==> src/rtl/pool_aurora_framer.sv <==
// Pool FIFO to Aurora LocalLink framer: header, sequence, PAYLOAD_LEN payload words, checksum.
// Payload is staged through a 2-entry skid buffer fed by the 1-cycle-latency FIFO read port.
module pool_aurora_framer #(
  parameter int unsigned PAYLOAD_LEN = 256,
  parameter logic [15:0] HEADER_WORD = 16'hA5C3,
  parameter logic [15:0] PAD_WORD    = 16'hDEAD,
  parameter int unsigned TIMEOUT     = 1024
) (
  input  logic        clk,
  input  logic        rst_n,
  input  logic        enable,
  input  logic        fifo_rd_empty,
  input  logic [15:0] fifo_rd_data,
  output logic        fifo_rd_en,
  output logic [15:0] tx_d,
  output logic        tx_src_rdy_n,
  output logic        tx_sof_n,
  output logic        tx_eof_n,
  input  logic        tx_dst_rdy_n,
  output logic        frame_done,
  output logic        underrun,
  output logic [15:0] frame_count
);
  localparam int CNT_W = $clog2(PAYLOAD_LEN + 1);
  localparam int TO_W  = $clog2(TIMEOUT + 1);
  localparam logic [CNT_W-1:0] LEN_C     = CNT_W'(PAYLOAD_LEN);
  localparam logic [CNT_W-1:0] LAST_C    = CNT_W'(PAYLOAD_LEN - 1);
  localparam logic [TO_W-1:0]  TO_LAST_C = TO_W'(TIMEOUT - 1);

  typedef enum logic [2:0] {S_IDLE, S_HDR, S_SEQ, S_PAYLOAD, S_CSUM} state_t;
  state_t state_q, state_d;

  logic [15:0]      sb_q [2];
  logic [15:0]      sb_d [2];
  logic             sb_rd_ptr_q, sb_rd_ptr_d;
  logic             sb_wr_ptr_q, sb_wr_ptr_d;
  logic [1:0]       sb_cnt_q, sb_cnt_d;
  logic             rd_pend_q;
  logic [CNT_W-1:0] rd_cnt_q, rd_cnt_d;
  logic [CNT_W-1:0] pay_cnt_q, pay_cnt_d;
  logic [TO_W-1:0]  to_cnt_q, to_cnt_d;
  logic             pad_q, pad_d;
  logic [15:0]      csum_q, csum_d;
  logic [15:0]      seq_q, seq_d;
  logic [15:0]      frame_count_q, frame_count_d;
  logic             frame_done_q, frame_done_d;
  logic             underrun_q, underrun_d;

  logic       src_rdy, beat, pop, push, sb_has;
  logic [1:0] occ;

  always_ff @(posedge clk or negedge rst_n) begin
    if (!rst_n) state_q <= S_IDLE;
    else        state_q <= state_d;
  end

  always_comb begin
    state_d = state_q;
    case (state_q)
      S_IDLE:    if (enable && !fifo_rd_empty) state_d = S_HDR;
      S_HDR:     if (beat) state_d = S_SEQ;
      S_SEQ:     if (beat) state_d = S_PAYLOAD;
      S_PAYLOAD: if (beat && pay_cnt_q == LAST_C) state_d = S_CSUM;
      S_CSUM:    if (beat) state_d = S_IDLE;
      default:   state_d = S_IDLE;
    endcase
  end

  // A landing in-flight word must go out before any pad word, so hold off while one is pending.
  always_comb begin
    src_rdy  = 1'b0;
    tx_d     = '0;
    tx_sof_n = 1'b1;
    tx_eof_n = 1'b1;
    case (state_q)
      S_HDR: begin
        src_rdy  = 1'b1;
        tx_d     = HEADER_WORD;
        tx_sof_n = 1'b0;
      end
      S_SEQ: begin
        src_rdy = 1'b1;
        tx_d    = seq_q;
      end
      S_PAYLOAD: begin
        src_rdy = sb_has || (pad_q && !rd_pend_q);
        tx_d    = sb_has ? sb_q[sb_rd_ptr_q] : PAD_WORD;
      end
      S_CSUM: begin
        src_rdy  = 1'b1;
        tx_d     = csum_q;
        tx_eof_n = 1'b0;
      end
      default: ;
    endcase
  end

  assign tx_src_rdy_n = ~src_rdy;
  assign beat         = src_rdy && !tx_dst_rdy_n;
  assign sb_has       = (sb_cnt_q != 2'd0);
  assign pop          = (state_q == S_PAYLOAD) && beat && sb_has;
  assign push         = rd_pend_q;
  // Occupancy after this cycle's pop, so one read per cycle sustains a full-rate stream.
  assign occ          = sb_cnt_q + {1'b0, rd_pend_q} - {1'b0, pop};
  assign fifo_rd_en   = (state_q == S_HDR || state_q == S_SEQ || state_q == S_PAYLOAD) &&
                        !fifo_rd_empty && !pad_q && (rd_cnt_q < LEN_C) && (occ < 2'd2);

  always_comb begin
    sb_d          = sb_q;
    sb_rd_ptr_d   = sb_rd_ptr_q;
    sb_wr_ptr_d   = sb_wr_ptr_q;
    sb_cnt_d      = sb_cnt_q + {1'b0, push} - {1'b0, pop};
    rd_cnt_d      = rd_cnt_q + CNT_W'(fifo_rd_en);
    pay_cnt_d     = pay_cnt_q;
    csum_d        = csum_q;
    seq_d         = seq_q;
    frame_count_d = frame_count_q;
    frame_done_d  = 1'b0;
    underrun_d    = 1'b0;
    pad_d         = pad_q;
    to_cnt_d      = '0;
    if (push) begin
      sb_d[sb_wr_ptr_q] = fifo_rd_data;
      sb_wr_ptr_d       = ~sb_wr_ptr_q;
    end
    if (pop) sb_rd_ptr_d = ~sb_rd_ptr_q;
    if (state_q == S_IDLE) rd_cnt_d = '0;
    if (state_q == S_SEQ && beat) begin
      pay_cnt_d = '0;
      csum_d    = '0;
    end
    if (state_q == S_PAYLOAD) begin
      to_cnt_d = to_cnt_q;
      if (beat) begin
        pay_cnt_d = pay_cnt_q + 1'b1;
        csum_d    = csum_q + tx_d;
        to_cnt_d  = '0;
      end else if (!sb_has && !pad_q) begin
        if (to_cnt_q == TO_LAST_C) begin
          pad_d      = 1'b1;
          underrun_d = 1'b1;
          to_cnt_d   = '0;
        end else begin
          to_cnt_d = to_cnt_q + 1'b1;
        end
      end
    end else begin
      pad_d = 1'b0;
    end
    if (state_q == S_CSUM && beat) begin
      frame_done_d  = 1'b1;
      seq_d         = seq_q + 16'd1;
      frame_count_d = frame_count_q + 16'd1;
    end
  end

  always_ff @(posedge clk or negedge rst_n) begin
    if (!rst_n) begin
      for (int i = 0; i < 2; i++) sb_q[i] <= '0;
      sb_rd_ptr_q   <= 1'b0;
      sb_wr_ptr_q   <= 1'b0;
      sb_cnt_q      <= '0;
      rd_pend_q     <= 1'b0;
      rd_cnt_q      <= '0;
      pay_cnt_q     <= '0;
      to_cnt_q      <= '0;
      pad_q         <= 1'b0;
      csum_q        <= '0;
      seq_q         <= '0;
      frame_count_q <= '0;
      frame_done_q  <= 1'b0;
      underrun_q    <= 1'b0;
    end else begin
      sb_q          <= sb_d;
      sb_rd_ptr_q   <= sb_rd_ptr_d;
      sb_wr_ptr_q   <= sb_wr_ptr_d;
      sb_cnt_q      <= sb_cnt_d;
      rd_pend_q     <= fifo_rd_en;
      rd_cnt_q      <= rd_cnt_d;
      pay_cnt_q     <= pay_cnt_d;
      to_cnt_q      <= to_cnt_d;
      pad_q         <= pad_d;
      csum_q        <= csum_d;
      seq_q         <= seq_d;
      frame_count_q <= frame_count_d;
      frame_done_q  <= frame_done_d;
      underrun_q    <= underrun_d;
    end
  end

  assign frame_done  = frame_done_q;
  assign underrun    = underrun_q;
  assign frame_count = frame_count_q;

endmodule
==> config.mk <==
export PLATFORM = sky130hd
export DESIGN_NAME = pool_aurora_framer
export DESIGN_NICKNAME = d
export VERILOG_FILES = /design/src/rtl/pool_aurora_framer.sv
export SDC_FILE = /design/constraint.sdc
export NUM_CORES = 1
export LEC_CHECK = 0
export CAP_MARGIN = 0
export CORE_AREA = 3 3 130 132
export DETAILED_ROUTE_END_ITERATION = 16
export DIE_AREA = 0 0 133 135
export HOLD_SLACK_MARGIN = 0.08
export PLACE_DENSITY_LB_ADDON = 0.25
export SYNTH_ARGS = -nofsm -noshare
export SYNTH_HDL_FRONTEND = slang
export SYNTH_SLANG_ARGS = --single-unit
==> constraint.sdc <==
create_clock -name clk -period 3.5 [get_ports clk]
set_clock_uncertainty 0.15 [all_clocks]
set_input_delay 0.7 -clock clk [delete_from_list [all_inputs] [get_ports clk]]
set_output_delay 0.7 -clock clk [all_outputs]
set_load 0.02 [all_outputs]
; Word-level counts from Yosys, hierarchy flattened
; Cells that the tools add are included.
[totals]
register_bits = 120
in_bits = 21
output_inout_bits = 38
word_cells = 113
[op_classes]
n_addsub = 8
order_cmp = 5
n_eq_ne = 15
muxes = 37
bitwise_logic = 5
reduce_logical = 27
[ops]
columns = cell, n
row1 = $mux W16, 8
row2 = $pmux W16 S4, 1
row3 = $mux W11, 4
row4 = $mux W9, 4
row5 = $add A16 B1 Y16 const B, 2
row6 = $bwmux W32, 1
row7 = $add A16 B16 Y16, 1
row8 = $demux W16 S1, 1
row9 = $mux W3, 5
row10 = $pmux W3 S5, 1
row11 = $logic_and A1 B1 Y1, 14
row12 = $ne A2 B2 Y1 const B, 6
row13 = $add A11 B1 Y11 const B, 1
row14 = $eq A11 B10 Y1 const B, 1
row15 = $mux W1, 11
row16 = $add A9 B1 Y9, 1
row17 = $add A9 B1 Y9 const B, 1
row18 = $eq A9 B8 Y1 const B, 1
row19 = $lt A9 B9 Y1 const B, 1
row20 = $eq A3 B2 Y1 const B, 2
row21 = $logic_not A1 Y1, 5
row22 = $reduce_and A5 Y1, 1
row23 = $ge A2 B2 Y1 const B, 2
row24 = $ne A2 B1 Y1 const B, 2
row25 = other kinds (15), 20

; Depth between registers and ports, before layout
; Gate-level depths: netlist (run 1).
[depth]
depth_word = 12
depth_mapped = 17
mapped_depth_nobuf = 15

; Least setup slack after synthesis (run 1)
; Ideal clock, no wire load.
[synth_timing]
path_type = flip-flop to flip-flop
from = register sb_rd_ptr_q
to = register csum_q[8]
setup_time_ns = 0.122
t_arrival_ns = 3.626
t_required_ns = 3.228
path_slack_ns = -0.398
stages_incl_launch_ff = 15
n_path_buf = 2
period_less_slack_ns = 3.898
path_cell_list = dfrtp_1 > clkbuf_1 > buf_1 > a211oi_1 > o32ai_1 > ha_1 > inv_1 > fa_1 > nor2b_1 > o211ai_1 > a21boi_0 > o21ai_0 > a21boi_0 > o21ai_0 > a32o_1
[synth_between]
elab_chain_cells = 9
[synth_lines]
columns = item, line
row1 = from (decl), 35  ; logic sb_rd_ptr_q, sb_rd_ptr_d;
row2 = from (signal assigned), 175  ; sb_rd_ptr_q <= sb_rd_ptr_d;
row3 = $not A1 Y2 (not written as such), 87  ; tx_d = sb_has ? sb_q[sb_rd_ptr_q] : PAD_WORD;
row4 = $mux W16 (not written as such) (3 in series), 87
row5 = $mux W16, 87
row6 = $pmux W16 S4, 75  ; case (state_q)
row7 = via tx_d[0], 15  ; output logic [15:0] tx_d,
row8 = $add A16 B16 Y16, 136  ; csum_d = csum_q + tx_d;
row9 = $mux W16, 134  ; if (beat) begin
row10 = $mux W16, 132  ; if (state_q == S_PAYLOAD) begin
row11 = via csum_d[8], 43  ; logic [15:0] csum_q, csum_d;
row12 = to (signal assigned), 183  ; csum_q <= csum_d;
row13 = to (decl), 43
; The timed path passes the listed nets, and every way through them passes these cells. The select of a mux whose other input is x is not followed.
; A chain may end at the register's enable or synchronous reset.

; Worst setup path in the final report (run 1)
[layout_timing]
from = register sb_cnt_q[1]
to = output tx_d[7]
[layout_between]
elab_chain_cells = 3
[layout_lines]
columns = item, line
row1 = from (decl), 37  ; logic [1:0] sb_cnt_q, sb_cnt_d;
row2 = from (signal assigned), 177  ; sb_cnt_q <= sb_cnt_d;
row3 = $reduce_bool A2 Y1, 100  ; assign sb_has = (sb_cnt_q != 2'd0);
row4 = $mux W16, 87
row5 = $pmux W16 S4, 75
row6 = to (decl), 15
; No other way between the ends.

==> flow_metrics.tcl, run 1 <==
set metrics [dict create \
    routed_wire_length_per_instance_um 16.5 \
    timing_max_transition_violations_final 0 \
    drt-pass1-iter-count 5 \
    final_period_minus_worst_setup_slack_ns 3.38 \
    final_global_route_overflow_total 0 \
    maxCapViolCount 0 \
    synth-seq-cells 120 \
    globalRouteTotalUtil_pct 18.0 \
    total_leakage_power_nw 3.57 \
    final_nets 754 \
    synthCells 605 \
    commonest_cells_after_routing_fill_and_taps_aside "dfrtp_1 (118), nand2_1 (64), clkdlybuf4s50_1 (56)" \
    power.ir.vdd_worst_uv 631 \
    global_route_wire_length_before_repair_um 25600 \
    placement_rows 46 \
    max-clock-path-buffers 2 \
    area_growth_pct 28.3 \
    postSynthNetCount 651 \
    finalNonFillerCells 936 \
    run_status "finished, final reports clean" \
    largest_net_degree_at_the_start_of_global_routing 54 \
    design.portCount 59 \
    setup.worst_path.class "reg -> out" \
    die_y_extent_um 135 \
    initial_antenna_violation_count 0 \
    cp-start-kind "flip-flop" \
    numClockSinks 120 \
    first_global_vias 5139 \
    drt_drc_violations_left 0 \
    ys_async_sr_fraction_pct 100 \
    cts_setup_buffers 0 \
    floorplan.initialDensity_pct 39.9 \
    place_inst 905 \
    rsz_0062_raised_after_global_routing "yes" \
    clk_transition_reported_paths_ns 0.06 \
    fmax_ghz 0.296 \
    vias_cell 5.38 \
    die-width_um 133 \
    setup_tns_ns 0 \
    hold_viol_final 0 \
    worst_r2r_path_depth 14 \
    detail_route.wirelength_um 15400 \
    p_total_w 0.00649 \
    tritoncts "built" \
    drt-initial-drc-count 257 \
    fillerInstances 1398 \
    yosysSeqAreaShare_pct 47.5 \
    mostFrequentLayoutCell "dfrtp_1" \
    netlist_top_cells_area "dfrtp_1 (48%), mux2_2 (7.5%), ha_1 (4.8%)" \
    cts_buffers 17 \
    worst_slew_margin_rel_pct 45.2 \
    tightest_hold_check_type "in -> async" \
    synth.top_cell.area_share_pct 47.5 \
    antenna_violating_nets_post_route 0 \
    post_synth_edffs 0 \
    ys.warnings.count 0 \
    critPathCaptureType "output pin" \
    netlist-cell-type-count 59 \
    timing.critical_path.required_ns 2.65 \
    placeableCoreArea_mm2 0.0158 \
    timing.critical_path.fanout_max 9 \
    syn-cell-area_mm2 0.00632 \
    half_perimeter_wire_length_after_detailed_placement_um 11200 \
    h-tree-depth 4 \
    buffer_ports.inserted 58 \
    final_layout_size_suffix_gt1_share_pct 19.4 \
    synth_area_per_cell_um2 10.4 \
    route.vias.total 5033 \
    worst_pin_slew_ns 0.820 \
    design.die.area_mm2 0.0180 \
    min_period_over_period_pct 96.6 \
    gp_congestion 0.909 \
    synth.largest_area_cell "dfrtp_1" \
    hold_slack_ns 0.170 \
    clk_latency_ns 0.42 \
    p_per_area_mw_per_mm2 801 \
    worst_ep_arrival_time_ns 2.53 \
    root_buffer "clkbuf_16" \
    setup_viol 0 \
    synth_flop_cell "dfrtp_1" \
    n_antenna_cell 0 \
]
-- logic make-up after synthesis --
logic type                 count (synthesis)  share of synthesized area, %
muxes                                     50                          8.75
xor gates and xnor gates                  55                          7.62
AOI/OAI and AO/OA                        126                          13.3
and+or+nand+nor                          195                          15.4
DFF                                      120                          47.5
adders and majority gates                 25                          5.07
buffers and inverters                     34                          2.30
-- power by group --
| group | switching, W | internal [W] | leakage [nW] |
|---|---|---|---|
| combinational | 0.00138 | 0.00134 | 1.74 |
| clock | 0.000635 | 0.00113 | 0.289 |
| sequential | 0.000255 | 0.00175 | 1.54 |
-- per-stage QoR --
stage	cell area (µm²)	util (%)	setup slack [ns]
after global routing	8110	51.2	-0.0152
after CTS	8070	51.0	0.0103
final	8110	51.2	0.117
after floorplan	6340	-	0.0282
after detailed placement	7470	47.2	-0.189
after global placement	7470	47.2	-0.182
-- registers in the layout, indices dropped and copies added, names as in the netlist, 2 cells and up --
register and cells:
frame_count 16, rd_cnt_q 9, csum_q 16, sb_q 32, seq_q 16, to_cnt_q 11
state_q 3, pay_cnt_q 9, sb_cnt_q 2
-- worst max-delay path: stages (launching register included) --
cell and delay, ns:
dfrtp_1 0.38, or2_1 0.28, nand2_1 0.13, buf_4 0.18
a211oi_1 0.07, o32ai_1 0.27, buf_4 0.20, clkdlybuf4s50_1 0.60
-- metal layers --
layer,vias up,GRT usage (%),wire (µm)
met5,-,0,0
met4,0,7.79,371
met3,27,3.65,561
met2,110,29.8,7460
met1,2510,23.1,7040
li1,2386,-,-
-- cell type report --
cell class                 instances  area (µm²)  share of cell area, %
sequential                       120        3010                   37.1
timing repair buffer             105         961                   11.9
inverter                          13        48.8                  0.602
tap                              216         270                   3.33
clock inverter                    12         151                   1.87
clock buffer                      19         443                   5.46
multi-input combinational        451        3230                   39.8
-- worst paths after layout --
check | from | end | slack, ns
setup / recovery | sb_cnt_q[1] | tx_d[7] | 0.12
hold / removal | rst_n | rd_cnt_q[4] | 0.17
setup reg to reg | state_q[2] | csum_q[15] | 0.23
hold reg to reg | seq_q[15] | seq_q[15] | 0.32
max in group asynchronous | rst_n | sb_q[25] | 2.22
min in group clk | seq_q[15] | seq_q[15] | 0.32
-- timing repair --
item	CTS	global route
endpoints found under the setup margin	3	9
hold buffers	0	0
gates resized for setup	5	12
endpoints found under the hold margin	0	0
-- synth_stat cells (2+ instances only) --
| library cell | n |
|---|---|
| xnor2_1 | 34 |
| a211o_1 | 3 |
| dfrtp_1 | 120 |
| nand2_1 | 64 |
| a21boi_0 | 2 |
| a32o_1 | 3 |
| or3_1 | 6 |
| ha_1 | 24 |
| mux2_2 | 42 |
| o221ai_1 | 8 |
| o21a_1 | 4 |
| a22o_1 | 3 |
| nand4_1 | 19 |
| o32ai_1 | 3 |
| o211ai_1 | 4 |
| and3_1 | 8 |
| nand3_1 | 17 |
| o22ai_1 | 3 |
| xor2_1 | 21 |
| buf_2 | 5 |
| o21ai_0 | 41 |
| nor3b_1 | 2 |
| a21o_1 | 3 |
| or2_1 | 2 |
| nor2_1 | 40 |
| mux2i_1 | 8 |
| nand2b_1 | 3 |
| inv_1 | 13 |
| a211oi_1 | 6 |
| clkbuf_1 | 11 |
| nor2_4 | 3 |
| buf_1 | 3 |
| a21oi_1 | 25 |
| nor2b_1 | 12 |
| and2b_1 | 3 |
| o31ai_1 | 4 |
| a31oi_1 | 4 |
| nor3_1 | 6 |
| and4_1 | 3 |
No activity file was read; power rests on OpenSTA's default activity.
==> run 2, diff against run 1 <==
--- a/config.mk
+++ b/config.mk
@@ -6,9 +6,9 @@
 export NUM_CORES = 1
 export LEC_CHECK = 0
 export CAP_MARGIN = 0
-export CORE_AREA = 3 3 130 132
+export CORE_AREA = 3 3 100 173
 export DETAILED_ROUTE_END_ITERATION = 16
-export DIE_AREA = 0 0 133 135
+export DIE_AREA = 0 0 103 176
 export HOLD_SLACK_MARGIN = 0.08
 export PLACE_DENSITY_LB_ADDON = 0.25
 export SYNTH_ARGS = -nofsm -noshare
==> run 2 against run 1 <==
Against the previous run:
- non-clock buffer count down 5
- clock power barely moved
- critical endpoint is now tx_d[0]
- via count is essentially flat
- count of clock-buffer cells in the layout down 1
- final area shrank 0.15%
- register-to-register slack worse by 0.06 ns
- first-iteration DRC count decreased by 29%
- sequential share of layout area barely moved
- hold slack better by 0.13 ns
- utilization decreased by 0.72 points
- total power is 0.21% lower
==> flow_metrics.tcl, run 2 (synthesized netlist as in run 1, its figures left out) <==
set metrics [dict create \
    run_status "finished, final reports clean" \
    half_perimeter_wire_length_after_detailed_placement_um 11700 \
    global_route_wire_length_before_repair_um 26400 \
    h-tree-depth 4 \
    multi_input_area_mm2 0.00324 \
    worst_ep_arrival_time_ns 2.50 \
    vias_cell 5.56 \
    fillerInstances 1447 \
    min_period_over_period_pct 95.7 \
    p_per_area_mw_per_mm2 800 \
    final_layout_size_suffix_gt1_share_pct 19.7 \
    maxCapViolCount 0 \
    commonest_cells_after_routing_fill_and_taps_aside "dfrtp_1 (119), nand2_1 (64), clkdlybuf4s50_1 (52)" \
    largest-register "sb_q" \
    hold_slack_ns 0.296 \
    antenna_violating_nets_post_route 0 \
    detail_route.wirelength_um 15800 \
    drt_drc_violations_left 0 \
    area_growth_pct 28.1 \
    final_nets 749 \
    root_buffer "clkbuf_16" \
    fmax_ghz 0.299 \
    drt-pass1-iter-count 7 \
    finalCoreUtilization_pct 50.5 \
    worst_slew_margin_rel_pct 35.5 \
    initial_antenna_violation_count 0 \
    setup.worst_path.class "reg -> out" \
    clk_latency_ns 0.42 \
    mostFrequentLayoutCell "dfrtp_1" \
    numClockSinks 120 \
    die_y_extent_um 176 \
    floorplan.initialDensity_pct 39.4 \
    buffer_ports.inserted 58 \
    setup_viol 0 \
    timing_max_transition_violations_final 0 \
    critPathCaptureType "output pin" \
    globalRouteTotalUtil_pct 18.7 \
    first_global_vias 5343 \
    worst_r2r_startpoint "state_q[1]" \
    tightest_hold_check_type "in -> async" \
    die-width_um 103 \
    design.die.area_mm2 0.0181 \
    worst_r2r_path_depth 14 \
    final_global_route_overflow_total 0 \
    end_of_the_worst_register_to_register_path "csum_q[15]" \
    cp-start-kind "flip-flop" \
    timing.critical_path.fanout_max 4 \
    worst_pin_slew_ns 0.967 \
    largest_net_degree_at_the_start_of_global_routing 76 \
    route.vias.total 5028 \
    timing.critical_path.required_ns 2.65 \
    drt-initial-drc-count 182 \
    placeableCoreArea_mm2 0.0160 \
    tritoncts "built" \
    setup.reg_to_reg.worst_slack_ns 0.17 \
    final_period_minus_worst_setup_slack_ns 3.35 \
    total_leakage_power_nw 3.62 \
    placement_rows 61 \
    p_total_w 0.00648 \
    sequential_cell_area_mm2 0.00300 \
    setup_tns_ns 0 \
    cts_buffers 17 \
    largest_register_ffs 32 \
    n_antenna_cell 0 \
    max-clock-path-buffers 2 \
    clk_transition_reported_paths_ns 0.06 \
    design.portCount 59 \
    hold_viol_final 0 \
    power.ir.vdd_worst_uv 356 \
    gp_congestion 0.852 \
    routed_wire_length_per_instance_um 17.5 \
]
## run 2: worst max-delay path: stages, from the launching register on
cell             delay, ns
dfrtp_1               0.38
or2_4                 0.28
nand2_1               0.12
a211oi_1              0.08
o32ai_2               0.35
buf_4                 0.17
buf_4                 0.09
clkdlybuf4s50_1       0.61
## run 2: routing by layer
| layer | track usage (%) | vias up | wire length [µm] |
|---|---|---|---|
| met1 | 20.7 | 2514 | 6330 |
| li1 | - | 2371 | - |
| met3 | 4.27 | 33 | 524 |
| met5 | 0 | - | 0 |
| met2 | 33.1 | 110 | 8480 |
| met4 | 8.27 | 0 | 486 |
## run 2: repair_timing
| action | CTS | global route |
|---|---|---|
| endpoints found under the setup margin | 7 | 18 |
| pin swaps | 0 | 3 |
| hold endpoints to repair | 0 | 0 |
| hold buffers | 0 | 0 |
| gates resized for setup | 8 | 18 |
| gates cloned | 0 | 0 |
| buffers inserted | 0 | 1 |
## run 2: how the worst max path moves through the flow
stage | cells after the start | end | start
after floorplan | 14 | csum_q[8] | sb_rd_ptr_q
after global routing | 14 | csum_q[8] | sb_cnt_q[0]
after CTS | 6 | tx_d[1] | sb_rd_ptr_q
after detailed placement | 9 | fifo_rd_en | tx_dst_rdy_n
final | 7 | tx_d[0] | sb_cnt_q[1]
after global placement | 9 | fifo_rd_en | tx_dst_rdy_n
## run 2: area by class of cell
cell class	count	area share [%]
clock inverter	14	2.15
clock buffer	18	5.43
timing repair buffer	100	11.7
multi-input combinational	451	40.1
inverter	13	0.603
sequential	120	37.1
tap	189	2.92
## run 2: through the flow
step,instance area [µm²],setup slack [ns],instances
finish,8090,0.150,905
floorplan,6340,0.0282,605
global placement,7410,-0.197,872
detailed placement,7410,-0.226,872
global route,8090,-0.0314,905
CTS,8040,0.00755,904
## run 2: report_power, final
group          total [W]  internal [W]  switching, W
Sequential       0.00200       0.00175      0.000256
Clock            0.00180       0.00114      0.000656
Combinational    0.00268       0.00130       0.00137
Total            0.00648       0.00419       0.00228
